### src/rtl/dft_probe_collector.sv
// DFT status-probe collector: enables probe cells, captures tdi, shifts out on tdo.
// Optional DFT_PROBE_PARITY_EN appends an even-parity bit after the data word.
module dft_probe_collector #(
  parameter int NPROBE = 16,
  parameter int SETTLE = 4,
  parameter logic [NPROBE-1:0] MASK_DEF = '1
) (
  input  logic              clk,
  input  logic              rst_n,
  input  logic              start,
  input  logic [NPROBE-1:0] chan_mask,
  output logic [NPROBE-1:0] ten,
  input  logic [NPROBE-1:0] tdi,
  output logic              tdo,
  output logic              tdo_valid,
  output logic              busy,
  output logic              done,
  input  logic              CELG,
  input  logic              CELSUB,
  input  logic              CELV
);

`ifdef DFT_PROBE_PARITY_EN
  localparam int SW = NPROBE + 1;
`else
  localparam int SW = NPROBE;
`endif
  localparam int CW = $clog2(SW + 1);

  typedef enum logic [2:0] {
    S_IDLE,
    S_ENABLE,
    S_CAPTURE,
    S_SHIFT,
    S_DONE
  } state_t;

  state_t state, state_n;

  logic [NPROBE-1:0] sync1, sync2;
  logic [NPROBE-1:0] mask_q, word;
  logic [SW-1:0]     sr, sr_load;
  logic [7:0]        scnt;
  logic [CW-1:0]     bcnt;
  logic              unused_rails;

  assign unused_rails = ^{CELG, CELSUB, CELV};

  assign word = sync2 & mask_q;

`ifdef DFT_PROBE_PARITY_EN
  assign sr_load = {^word, word};
`else
  assign sr_load = word;
`endif

  // tdi is asynchronous to clk
  always_ff @(posedge clk or negedge rst_n) begin
    if (!rst_n) begin
      sync1 <= '0;
      sync2 <= '0;
    end else begin
      sync1 <= tdi;
      sync2 <= sync1;
    end
  end

  always_ff @(posedge clk or negedge rst_n) begin
    if (!rst_n) state <= S_IDLE;
    else        state <= state_n;
  end

  always_comb begin
    state_n = state;
    unique case (state)
      S_IDLE:    if (start) state_n = S_ENABLE;
      S_ENABLE:  if (scnt == '0) state_n = S_CAPTURE;
      S_CAPTURE: state_n = S_SHIFT;
      S_SHIFT:   if (bcnt == '0) state_n = S_DONE;
      S_DONE:    state_n = S_IDLE;
      default:   state_n = S_IDLE;
    endcase
  end

  always_ff @(posedge clk or negedge rst_n) begin
    if (!rst_n) begin
      mask_q <= MASK_DEF;
      scnt   <= '0;
      bcnt   <= '0;
      sr     <= '0;
    end else begin
      unique case (state)
        S_IDLE: begin
          if (start) begin
            mask_q <= chan_mask;
            scnt   <= 8'(SETTLE - 1);
          end
        end
        S_ENABLE: begin
          if (scnt != '0) scnt <= scnt - 1'b1;
        end
        S_CAPTURE: begin
          sr   <= sr_load;
          bcnt <= CW'(SW - 1);
        end
        S_SHIFT: begin
          sr <= sr >> 1;
          if (bcnt != '0) bcnt <= bcnt - 1'b1;
        end
        default: ;
      endcase
    end
  end

  // outputs decode registered state only, so reset clears them at once
  always_comb begin
    ten       = '0;
    tdo       = 1'b0;
    tdo_valid = 1'b0;
    busy      = 1'b1;
    done      = 1'b0;
    unique case (1'b1)
      (state == S_ENABLE),
      (state == S_CAPTURE): ten = mask_q;
      (state == S_SHIFT): begin
        ten       = mask_q;
        tdo       = sr[0];
        tdo_valid = 1'b1;
      end
      (state == S_DONE): done = 1'b1;
      default: busy = 1'b0;
    endcase
  end

endmodule

### config.mk
export PLATFORM = sky130hd
export DESIGN_NAME = dft_probe_collector
export DESIGN_NICKNAME = d
export VERILOG_FILES = /design/src/rtl/dft_probe_collector.sv
export SDC_FILE = /design/constraint.sdc
export NUM_CORES = 1
export LEC_CHECK = 0
export BUFFER_PORTS_ARGS = -buffer_cell sky130_fd_sc_hd__buf_4
export CORE_AREA = 4 4 82 84
export DETAILED_ROUTE_END_ITERATION = 8
export DIE_AREA = 0 0 86 88
export PLACE_DENSITY = 0.84
export REMOVE_ABC_BUFFERS = 1
export SYNTH_ARGS = -nofsm -noshare
export SYNTH_HDL_FRONTEND = slang
export SYNTH_SLANG_ARGS = --single-unit
### constraint.sdc
create_clock -name clk -period 2.4 [get_ports clk]
set_clock_uncertainty 0.15 [all_clocks]
set_input_delay 0.36 -clock clk [delete_from_list [all_inputs] [get_ports clk]]
set_output_delay 0.36 -clock clk [all_outputs]
set_load 0.05 [all_outputs]
==> flow_summary.toml <==
[outcome]
status = "finished clean"

[critical_path]
worst_path_dominant_cell_family = "flip-flops"
cp-start-kind = "register"
crit_chain = "nor2_1, nor2_1, buf_4, and2_1, buf_4"
end_kind = "output pin"
path_class = "register to output pin"
crit_path_top_delay_cell = "dfrtp_1"
r2r_end = "bcnt[0]"
crit-reg2reg-launch = "bcnt[1]"
crit_buf_inv = 2
arrival_ps = 1740
critical_path.endpoint = "ten[9]"
crit_required_ps = 1890
rrSetupSlack_ps = 350
slowest_delay_ps = 560
rr_worst_depth = 5
cp_num_cells = 5
path_max_fanout = 16
crit_start = "state[1]"

[clocking]
root_buffer = "clkbuf_8"
insertion_delay_ps = 340
post_cts_buffers = 0
numCtsBuffers = 9
clk_pin_slew_ps = 80
cts_htree_levels = 3
cts_resized = 0
cts_tree = "done"
clock-sinks = 80
clock_path_buffers = 2

[floorplan]
row_count = 28
chipWidth_um = 86
core_area_um2 = 5921
die_area_um2 = 7568
ioPinCount = 58
start_util_pct = 54.02
die_y_um = 88

[layout]
area_growth_pct = 28.09
final_common_cell = "nand2_1"
fillers = 418
layout_common_cells = "nand2_1 (70), dfrtp_1 (64), buf_4 (61)"
insertedDiodeCount = 0
drive_gt1_share_pct = 26.25
fin_nets = 417

[timing]
rsz0062_at_grt = "no"
setup_ws_ps = 152.4
worst_pin_slew_ps = 618.8
finalCriticalPeriod_ps = 2248
fmax_ghz = 0.4449
hold_violations = 0
fin_crit_sh_pct = 93.65
maxSlewViolCount = 0
relSlewSlack_pct = 58.37
setup_violations = 0
fin_hold_ws_ps = 58.16

[yosys]
synth-main-ff-cell = "dfrtp_1"
ys_seq_area_share_pct = 63.22
synth_area_leaders = "dfrtp_1 (50%), dfstp_2 (13%), nand2_1 (8.2%), and2_1 (3.3%), a31oi_1 (2.9%)"
yosysWarnings = 0
synth-edff-count = 0
postSynthAreaPerCell_um2 = 10.59
synth.distinct_cells = 39
synthArstFlopShare_pct = 100.0
netlist_instances = 302
ys_ff_latch = 80
synth_top_area_share_pct = 50.08
yosys.area.top_type = "dfrtp_1"
syn_area_um2 = 3198

[route]
first_iter_violations = 165
via_per_inst = 5.206
via_count = 2374
ant_nets = 0
wl_per_cell_um = 14.52
drcViolationCount = 0
wirelength_um = 6622
firstDrtPassIters = 4

[placed_design]
io_buffers = 54
globalplace.congestion = 0.8417
place_ws_ps = 371.3
dpl.hpwl_um = 4194

[global_route]
grtUsageTotal_pct = 19.02
grt_first_pass_wirelength_um = 10990
grt_pass1_vias = 2348
grt-ovfl-total = 0
antenna_found_initial = 0
grt_max_degree = 47

[hold_path]
hp-start = "chan_mask[2]"
hold_class = "input pin to register"

[power_and_ir_drop]
p_per_area_nw_per_um2 = 1299
vdd_drop_max_uv = 917.1
p_leak_nw = 1.937

[run]
maxCapViolCount = 0
==> through the flow <==
stage                     power, mW  cell area (um2)  TNS (ps)  utilization [%]  std cells
after floorplan               3.805             3133    -647.0                -        286
after global placement        4.170             3716         0            62.76        423
after detailed placement      4.281             3716         0            62.76        423
after CTS                     5.356             4096         0            69.19        456
after global routing          5.678             4096         0            69.19        456
final                         5.320             4096         0            69.19        456
==> timing repair <==
item / CTS / global route
hold buffers: 17 / 0
endpoints found under the setup margin: 0 / 0
endpoints found under the hold margin: 54 / 0
==> worst reg2reg max path, cell delays in order, from the launching register on <==
cell and delay [ps]:
dfrtp_1 390, inv_1 90, ha_1 200, or4b_2 670, o21ai_0 290, o21ai_0 140
==> Yosys cell counts (all sizes together) (3+ instances only) <==
cell and n:
and2 17, mux2i 8, nor2 22, ha 3, dfstp 16, nand2b 3
nand3 17, a31oi 15, o21ai 8, buf 3, nor3b 3, inv 7
nor3 4, dfrtp 64, clkbuf 13, nand2 70
==> worst min-delay path by stage <==
stage | endpoint | slack (ps) | depth (start not counted)
2_1_floorplan | bcnt[0] | -90 | 0
3_3_place_gp | sync2[1] | 180 | 0
3_5_place_dp | sync2[0] | 180 | 0
4_1_cts | mask_q[2] | 40 | 3
5_1_grt | mask_q[0] | 40 | 3
6_report | mask_q[2] | 60 | 3
==> state kept, by name (all words and copies together), names as in the netlist <==
name and flops:
sr 16, sync2 16, mask_q 16, scnt 8
sync1 16, state 3, bcnt 5
==> where the power goes <==
part	internal (mW)	leakage, nW	switching, mW
clock network	0.587	0.108	0.451
registers	1.83	0.918	0.317
logic	0.796	0.911	1.33
total	3.22	1.94	2.10
==> logic make-up after synthesis <==
family	share of synthesized area [%]
compound gates	6.377
xor+xnor	0.2739
fa+ha+maj	1.174
buf+inv	2.856
flops	63.22
mux	2.504
simple gates	23.59
==> layout make-up <==
type,instances,area (um2),area share (%)
sequential,80,2022,49.36
multi-input combinational,199,1096,26.76
timing repair buffer,79,648.1,15.82
clock buffer,11,131.4,3.207
tap,75,93.84,2.291
clock inverter,5,78.83,1.924
inverter,7,26.28,0.6414
==> metal layers <==
| layer | up-vias | GRT usage (%) | part of all wire (%) |
|---|---|---|---|
| li1 | 1160 | - | - |
| met1 | 1135 | 24.89 | 42 |
| met2 | 73 | 30.20 | 50 |
| met3 | 6 | 4.986 | 6.4 |
| met4 | 0 | 8.201 | 1.2 |
| met5 | - | 0 | 0 |
Power figures use the tool's default switching activity.
